File: config.mk
export PLATFORM = sky130hd
export DESIGN_NAME = shift_4bit_flat
export DESIGN_NICKNAME = d
export VERILOG_FILES = /design/src/rtl/shift_4bit_if.sv /design/src/rtl/shift_4bit.sv /design/src/flat_wrapper.sv
export SDC_FILE = /design/constraint.sdc
export NUM_CORES = 1
export LEC_CHECK = 0
export BUFFER_PORTS_ARGS = -buffer_cell sky130_fd_sc_hd__buf_2
export CORE_AREA = 2 2 39 41
export CTS_CLUSTER_SIZE = 14
export DETAILED_ROUTE_END_ITERATION = 6
export DIE_AREA = 0 0 41 43
export GPL_TIMING_DRIVEN = 1
export PLACE_DENSITY = 0.66
export RECOVER_POWER = 50
export SYNTH_ARGS = -nofsm -noshare
export SYNTH_HDL_FRONTEND = slang
export SYNTH_SLANG_ARGS = --single-unit
export TNS_END_PERCENT = 1
File: constraint.sdc
create_clock -name clk -period 2.33 [get_ports clk]
set_clock_uncertainty 0.15 [all_clocks]
set_input_delay 0.466 -clock clk [delete_from_list [all_inputs] [get_ports clk]]
set_output_delay 0.466 -clock clk [all_outputs]
set_load 0.01 [all_outputs]
File: src/rtl/shift_4bit_if.sv
// Operand/result bundle for the registered barrel shifter.
// The master drives operands; the slave (the shifter) returns both results.
interface shift_4bit_if #(
   parameter int WIDTH = 4,
   parameter int SHW   = $clog2(WIDTH)
);
   logic [WIDTH-1:0] a;
   logic [SHW-1:0]   shift;
   logic [1:0]       mode;
   logic             in_valid;
   logic [WIDTH-1:0] l_shift;
   logic [WIDTH-1:0] r_shift;
   logic             out_valid;

   modport master (
      output a, shift, mode, in_valid,
      input  l_shift, r_shift, out_valid
   );

   modport slave (
      input  a, shift, mode, in_valid,
      output l_shift, r_shift, out_valid
   );
endinterface

File: src/rtl/shift_4bit.sv
// Registered barrel shifter: left and right results by the same amount in
// parallel, with logical, arithmetic and rotate modes and one cycle of latency.
module shift_4bit #(
   parameter int WIDTH = 4,
   parameter int SHW   = $clog2(WIDTH)
) (
   input  logic        clk,
   input  logic        rst_n,
   shift_4bit_if.slave bus
);
   logic             rotate;
   logic             arith;
   logic             fill;
   logic [WIDTH-1:0] l_next;
   logic [WIDTH-1:0] r_next;
   logic [WIDTH-1:0] l_shift_reg;
   logic [WIDTH-1:0] r_shift_reg;
   logic             out_valid_reg;

   // Mode 11 decodes as neither rotate nor arithmetic, i.e. logical.
   assign rotate = (bus.mode == 2'b10);
   assign arith  = (bus.mode == 2'b01);
   assign fill   = arith & bus.a[WIDTH-1];

   // One stage per shift bit, moving by 1, 2, 4, ... positions.
   always_comb begin
      l_next = bus.a;
      r_next = bus.a;
      for (int i = 0; i < SHW; i++) begin
         if (bus.shift[i]) begin
            if (rotate) begin
               l_next = (l_next << (1 << i)) | (l_next >> (WIDTH - (1 << i)));
               r_next = (r_next >> (1 << i)) | (r_next << (WIDTH - (1 << i)));
            end else begin
               l_next = l_next << (1 << i);
               r_next = (r_next >> (1 << i))
                      | (~({WIDTH{1'b1}} >> (1 << i)) & {WIDTH{fill}});
            end
         end
      end
   end

   always_ff @(posedge clk or negedge rst_n) begin
      if (!rst_n) begin
         l_shift_reg   <= '0;
         r_shift_reg   <= '0;
         out_valid_reg <= 1'b0;
      end else begin
         out_valid_reg <= bus.in_valid;
         if (bus.in_valid) begin
            l_shift_reg <= l_next;
            r_shift_reg <= r_next;
         end
      end
   end

   assign bus.l_shift   = l_shift_reg;
   assign bus.r_shift   = r_shift_reg;
   assign bus.out_valid = out_valid_reg;
endmodule

File: src/flat_wrapper.sv
// flat-port wrapper written by rule: the top's interface ports become plain ports
module shift_4bit_flat 
#(
   parameter int WIDTH = 4,
   parameter int SHW   = $clog2(WIDTH)
)
  (clk, rst_n, bus_a, bus_shift, bus_mode, bus_in_valid, bus_l_shift, bus_r_shift, bus_out_valid);
  shift_4bit_if #(.WIDTH(WIDTH), .SHW(SHW)) bus_i ();
  input  logic clk;
  input  logic rst_n;
  input wire logic [$bits(bus_i.a)-1:0] bus_a;
  input wire logic [$bits(bus_i.shift)-1:0] bus_shift;
  input wire logic [$bits(bus_i.mode)-1:0] bus_mode;
  input wire logic [$bits(bus_i.in_valid)-1:0] bus_in_valid;
  output wire logic [$bits(bus_i.l_shift)-1:0] bus_l_shift;
  output wire logic [$bits(bus_i.r_shift)-1:0] bus_r_shift;
  output wire logic [$bits(bus_i.out_valid)-1:0] bus_out_valid;
  assign bus_i.a = bus_a;
  assign bus_i.shift = bus_shift;
  assign bus_i.mode = bus_mode;
  assign bus_i.in_valid = bus_in_valid;
  assign bus_l_shift = bus_i.l_shift;
  assign bus_r_shift = bus_i.r_shift;
  assign bus_out_valid = bus_i.out_valid;
  shift_4bit #(.WIDTH(WIDTH), .SHW(SHW)) u_core (.clk(clk), .rst_n(rst_n), .bus(bus_i));
endmodule
==> Yosys cells after proc, flatten, opt, wreduce, memory -nomap -nowiden <==
Cells that the tools add are included.
{ "classes": {"bitwise": 7, "shifts": 0, "n_addsub": 0, "magnitude_cmp": 0, "mux": 8, "n_eq_ne": 2, "n_reduce_logical": 0, "n_mul": 0, "n_div": 0} }
{ "ops": {"columns": ["cell", "n"], "rows": [
  ["4-bit two-way mux", 8],
  ["2-bit by 4-bit bitwise OR with 4-bit output", 2],
  ["3-bit by 4-bit bitwise OR with 4-bit output", 2],
  ["4-bit by 1-bit bitwise OR with 4-bit output", 1],
  ["4-bit by 2-bit bitwise OR with 4-bit output", 1],
  ["2-bit by 1-bit == test with 1-bit output, second input constant", 1],
  ["2-bit == test, second input constant", 1],
  ["1-bit AND", 1]
]} }
{ "totals": {"register_bits": 9, "output_inout_bits": 9, "wordCells": 20, "latch_bits": 0, "ram_bits": 0, "in_bits": 11, "mem_count": 0, "rom_bits": 0} }

==> Longest topological paths before layout <==
Gate-level depths: netlist of the first run.
{ "logic_depth": {"ltp_word": 8, "depth_mapped": 5, "ltp_nobuf": 4} }

==> Least setup slack after synthesis of the first run <==
Ideal clock, no wire load.
{ "synth_timing": {"kind": "input -> register", "start": "input bus_shift[0]", "end": "register u_core.r_shift_reg[3] (netlist: u_core.bus.r_shift[3])", "stages": 4, "setup_ns": 0.126, "required_ns": 2.054, "path_buffers": 1, "t_arrival_ns": 1.181, "path_slack_ns": 0.873, "cell_sequence": "buf_6 > mux2i_2 > o22ai_1 > o32a_1"} }
{ "synth_via": {"elab_chain_cells": 4} }
{ "synth_rtl": {"columns": ["element", "line_no", "rtl"], "rows": [
  ["start: declaration", "flat_wrapper.sv:12", "input wire logic [$bits(bus_i.shift)-1:0] bus_shift;"],
  ["4-bit two-way mux (*)", "shift_4bit.sv:30", "if (bus.shift[i]) begin"],
  ["2-bit by 4-bit bitwise OR with 4-bit output", "shift_4bit.sv:33", "r_next = (r_next >> (1 << i)) | (r_next << (WIDTH - (1 << i)));"],
  ["4-bit two-way mux", "shift_4bit.sv:31", "if (rotate) begin"],
  ["4-bit two-way mux (*)", "shift_4bit.sv:30", null],
  ["end signal: assignment", "shift_4bit.sv:52", "r_shift_reg <= r_next;"],
  ["end: declaration", "shift_4bit.sv:17", "logic [WIDTH-1:0] r_shift_reg;"]
]} }
Every way passes the cells marked *; elsewhere a longest branch is shown, timed or not.
A chain may end at the register's enable or synchronous reset.

==> Final worst setup path of the first run <==
Same ends and word-level chain as after synthesis.

==> results of run 1 <==
-- cell families after synthesis --
| kind of cell | Yosys count | synth area share [%] |
|---|---|---|
| AO/OA/AOI/OAI | 12 | 17.66 |
| multiplexers | 11 | 22.43 |
| AND/OR/NAND/NOR | 11 | 11.70 |
| flip-flops | 9 | 42.96 |
| buffers and inverters | 5 | 5.247 |
-- cells in the mapped netlist (all sizes together) --
master and number:
buf 2, o32a 1, nand2b 1, inv 2, o22ai 3, o21ai 1, nand3 2, o22a 1
o21a 2, o221ai 2, mux2i 8, a21oi 1, and3 1, nor2 1, nor2b 3, nand2 3
clkbuf 1, mux2 3, a31oi 1, dfrtp 9
-- power breakdown --
group          internal (mW)  switching [mW]
Combinational         0.0468          0.0499
Clock                 0.0660          0.0553
Sequential             0.174         0.00791
Total                  0.287           0.113
-- per-stage QoR --
| stage | setup WS (ps) | instance area [sq um] | power, mW |
|---|---|---|---|
| 3_3_place_gp | 702.8 | 619.3 | 0.2815 |
| 2_1_floorplan | 872.9 | 524.3 | 0.2456 |
| 6_report | 718.7 | 651.9 | 0.4004 |
| 5_1_grt | 634.2 | 651.9 | 0.4288 |
| 4_1_cts | 924.5 | 655.6 | 0.4068 |
| 3_5_place_dp | 689.8 | 619.3 | 0.2833 |
-- final cells by class --
cell class	instances	area, sq um	area share, %
multi-input cells	34	271.5	41.65
flip-flops and latches	9	225.2	34.55
repair buffers	20	101.3	15.55
clock buffers	4	26.28	4.031
well taps	16	20.02	3.071
inverters	2	7.507	1.152
-- path summary, 6_finish.rpt --
kind                       depth (start not counted)                     to             startpoint
max                                                4  u_core.bus.r_shift[3]           bus_shift[0]
min                                                1  u_core.bus.l_shift[0]  u_core.bus.l_shift[0]
max reg2reg                                        1  u_core.bus.l_shift[2]  u_core.bus.l_shift[2]
min reg2reg                                        1  u_core.bus.l_shift[0]  u_core.bus.l_shift[0]
max in group asynchronous                          2  u_core.bus.l_shift[1]                  rst_n
min in group asynchronous                          2  u_core.bus.r_shift[1]                  rst_n
-- layer usage --
layer / track usage, % / wire, um / up-vias
li1: - / - / 222
met1: 17.55 / 463 / 216
met2: 21.56 / 454 / 14
met3: 4.712 / 62 / 2
met4: 6.000 / 8 / 0
met5: 0 / 0 / -
==> flow_metrics.env, run 1 <==
export IMPL_status="complete, no violations"
export IMPL_yosys_top_cells_area="dfrtp_1 43%, mux2i_1 13%, mux2_2 6.4%"
export IMPL_crit_slowest_cell="clkbuf_1"
export IMPL_fin_nets=81
export IMPL_end_kind="flop"
export IMPL_post_cts_resized=0
export IMPL_areaGrowthSynthToFinish_pct=24.34
export IMPL_vias=454
export IMPL_clock_latency_ps=260
export IMPL_avgRoutedWirePerCell_um=11.62
export IMPL_std_cell_rows=14
export IMPL_fin_util_pct=47.11
export IMPL_clockBufferDepth=2
export IMPL_cts_tree="built"
export IMPL_setup_viol=0
export IMPL_cp_num_buf_inv=1
export IMPL_drv_cap=0
export IMPL_max_slew_margin_rel_pct=60.32
export IMPL_whs_ps=339.3
export IMPL_tightest_slew_ps=595.2
export IMPL_vias_per_cell=5.341
export IMPL_detailed_place_hpwl_um=779.5
export IMPL_syn_inst=48
export IMPL_grt_pass1_wl_mm=1.669
export IMPL_wl_um=988
export IMPL_max_vdd_ir_drop_uv=256.6
export IMPL_fmaxAchievable_mhz=620.6
export IMPL_drcViolationCount=0
export IMPL_critPathRequiredTime_ps=2330
export IMPL_drtAntennaViolNets=0
export IMPL_synth_warnings=0
export IMPL_ios=20
export IMPL_p_per_area_nw_per_um2=614.2
export IMPL_fin_tns_setup_ps=0
export IMPL_cp_max_fo=10
export IMPL_syn_nets=59
export IMPL_setup_worst_path_start_class="input port"
export IMPL_cts_sinks=9
export IMPL_grt_overflow=0
export IMPL_rsz0062_at_grt="false"
export IMPL_slew_viol_final=0
export IMPL_layout_drive_gt1_share_pct=39.13
export IMPL_ys_types=24
export IMPL_start_util_pct=37.88
export IMPL_cts_setup_buffers=0
export IMPL_cts_root_buf="clkbuf_4"
export IMPL_first_pass_iters=2
export IMPL_syn_cell_area_sq_um=524.3
export IMPL_p_leak_nw=0.3071
export IMPL_period_share_pct=69.16
export IMPL_h_tree_depth=1
export IMPL_die_h_um=43
export IMPL_crit_family="buffers and inverters"
export IMPL_insertedDiodeCount=0
export IMPL_antenna_found_initial=0
export IMPL_core_area_sq_um=1384
export IMPL_fin_cells=85
export IMPL_cpPeakStageDelay_ps=450
export IMPL_clk_pin_slew_worst_paths_ps=60
export IMPL_criticalPathCategory="in2reg"
export IMPL_cts_buffers=3
export IMPL_io_buffers=19
export IMPL_grt_max_degree=14
export IMPL_grt_util_all_layers_pct=14.18
export IMPL_hold_viol=0
export IMPL_yosysTopAreaCell="dfrtp_1"
export IMPL_cp_cell_sequence="clkbuf_1 -> mux2i_2 -> o22ai_1 -> o32a_1"
export IMPL_yosysTopAreaCellShare_pct=42.96
export IMPL_syn_area_per_cell_sq_um=10.92
export IMPL_die_area_sq_um=1763
export IMPL_grt_pass1_vias=401
export IMPL_place_gp_congestion=0.7741
export IMPL_min_period_ps=1611
export IMPL_die_w_um=41
export IMPL_final_common_cell="buf_2"
export IMPL_drt_iter0_drc=3
export IMPL_hold_buffers=1
export IMPL_seq_area_frac_synth_pct=42.96
export IMPL_r2r_slack_ps=1440
export IMPL_n_fill_cell=157
export IMPL_arrival_ps=1610
export IMPL_layout_common_cells="16 x buf_2, 9 x dfrtp_1, 7 x mux2i_1"
export IMPL_ys_ff_latch=9
export IMPL_hp_class="reg2reg"
export IMPL_dp_cells=80
No activity file was read; power rests on OpenSTA's default activity.
==> run 2: changes to the inputs <==
==> constraint.sdc (replaced) <==
create_clock -name clk -period 1.5 [get_ports clk]
set_clock_uncertainty 0.15 [all_clocks]
set_input_delay 0.3 -clock clk [delete_from_list [all_inputs] [get_ports clk]]
set_output_delay 0.3 -clock clk [all_outputs]
set_load 0.01 [all_outputs]
==> run 2 against run 1 <==
Cell count unchanged. Utilization up 0.090 points. Power up 55%. Clock-buffer cell count unchanged. Critical path type is now reg2out. Highest routed layer unchanged.
==> flow_metrics.env, run 2 (synthesized netlist as in run 1, its figures left out) <==
export IMPL_ios=20
export IMPL_min_period_ps=1230
export IMPL_grt_pass1_vias=404
export IMPL_multi_input_area_sq_um=271.5
export IMPL_first_pass_iters=4
export IMPL_rsz0062_at_grt="false"
export IMPL_clock_latency_ps=260
export IMPL_cp_num_buf_inv=1
export IMPL_period_share_pct=81.98
export IMPL_die_h_um=43
export IMPL_cts_root_buf="clkbuf_4"
export IMPL_seq_area_sq_um=225.2
export IMPL_p_per_area_nw_per_um2=950.5
export IMPL_slew_viol_final=0
export IMPL_cpPeakStageDelay_ps=380
export IMPL_layout_common_cells="17 x buf_2, 9 x dfrtp_1, 7 x mux2i_1"
export IMPL_start_util_pct=37.88
export IMPL_antenna_found_initial=0
export IMPL_h_tree_depth=1
export IMPL_drtAntennaViolNets=0
export IMPL_detailed_place_hpwl_um=779.4
export IMPL_cts_buffers=3
export IMPL_critPathRequiredTime_ps=1050
export IMPL_vias=462
export IMPL_insertedDiodeCount=0
export IMPL_die_w_um=41
export IMPL_n_fill_cell=153
export IMPL_drt_iter0_drc=2
export IMPL_die_area_sq_um=1763
export IMPL_areaGrowthSynthToFinish_pct=24.58
export IMPL_drcViolationCount=0
export IMPL_p_leak_nw=0.3098
export IMPL_clk_pin_slew_worst_paths_ps=60
export IMPL_setup_worst_path_start_class="flop"
export IMPL_fin_tns_setup_ps=0
export IMPL_tightest_slew_ps=519.0
export IMPL_setup_ws_ps=270.3
export IMPL_max_slew_margin_rel_pct=65.40
export IMPL_fin_nets=81
export IMPL_end_kind="output pin"
export IMPL_core_area_sq_um=1384
export IMPL_drv_cap=0
export IMPL_vias_per_cell=5.435
export IMPL_status="complete, no violations"
export IMPL_io_buffers=19
export IMPL_crit_slowest_cell="dfrtp_1"
export IMPL_hold_buffers=1
export IMPL_cts_tree="built"
export IMPL_place_gp_congestion=0.7741
export IMPL_grt_max_degree=14
export IMPL_cts_setup_buffers=0
export IMPL_cp_cell_sequence="buf_2"
export IMPL_wl_mm=1.002
export IMPL_setup_viol=0
export IMPL_layout_drive_gt1_share_pct=40.58
export IMPL_post_cts_resized=0
export IMPL_clockBufferDepth=2
export IMPL_hp_class="in2reg"
export IMPL_std_cell_rows=14
export IMPL_cp_max_fo=2
export IMPL_grt_overflow=0
export IMPL_fmaxAchievable_mhz=813.2
export IMPL_criticalPathCategory="reg2out"
export IMPL_grt_pass1_wl_mm=1.683
export IMPL_final_common_cell="buf_2"
export IMPL_dp_slack_ps=25.47
export IMPL_avgRoutedWirePerCell_um=11.79
export IMPL_cts_sinks=9
export IMPL_arrival_ps=780
export IMPL_hold_viol=0
export IMPL_crit_family="flip-flops"
export IMPL_grt_util_all_layers_pct=14.29
export IMPL_max_vdd_ir_drop_uv=406.7
export IMPL_fin_util_pct=47.20
## run 2: cell count changes in the layout (fill, tap and decap cells not counted), sizes merged
cell,delta
buf,+1
clkbuf,-1
## run 2: per-layer routing
| layer | routed length [um] | up-vias | global-route usage, % |
|---|---|---|---|
| li1 | - | 222 | - |
| met1 | 473 | 222 | 17.88 |
| met2 | 458 | 16 | 21.56 |
| met3 | 63 | 2 | 4.712 |
| met4 | 8 | 0 | 6.000 |
| met5 | 0 | - | 0 |
## run 2: worst paths after layout
kind                                  startpoint                    end  slack (ps)  depth (start not counted)
max                        u_core.bus.l_shift[0]         bus_l_shift[0]         270                          1
min                                 bus_in_valid   u_core.bus.out_valid         260                          1
max reg2reg                u_core.bus.l_shift[2]  u_core.bus.l_shift[2]         610                          1
min reg2reg                u_core.bus.l_shift[0]  u_core.bus.l_shift[0]         340                          1
max in group asynchronous                  rst_n  u_core.bus.r_shift[0]         500                          2
min in group asynchronous                  rst_n  u_core.bus.r_shift[1]         360                          2
## run 2: area by class of cell
cell class              instances  share of cell area [%]
clock buffers                   4                   4.023
well taps                      16                   3.065
multi-input cells              34                   41.57
inverters                       2                   1.149
repair buffers                 20                   15.71
flip-flops and latches          9                   34.48
## run 2: where the power goes
| group | internal, mW | switching [mW] | total (mW) |
|---|---|---|---|
| registers | 0.271 | 0.0122 | 0.283 |
| clock network | 0.102 | 0.0840 | 0.186 |
| logic | 0.0730 | 0.0781 | 0.151 |
| total | 0.446 | 0.174 | 0.621 |
## run 2: through the flow
stage | instance area [sq um] | std cells | hold WS [ps] | power (mW)
after global placement | 619.3 | 80 | 7.906 | 0.4373
after floorplan | 524.3 | 48 | -145.6 | 0.3815
after global routing | 653.1 | 85 | 304.5 | 0.6665
final | 653.1 | 85 | 261.0 | 0.6208
after detailed placement | 619.3 | 80 | 14.39 | 0.4401
after CTS | 655.6 | 85 | 137.6 | 0.6320
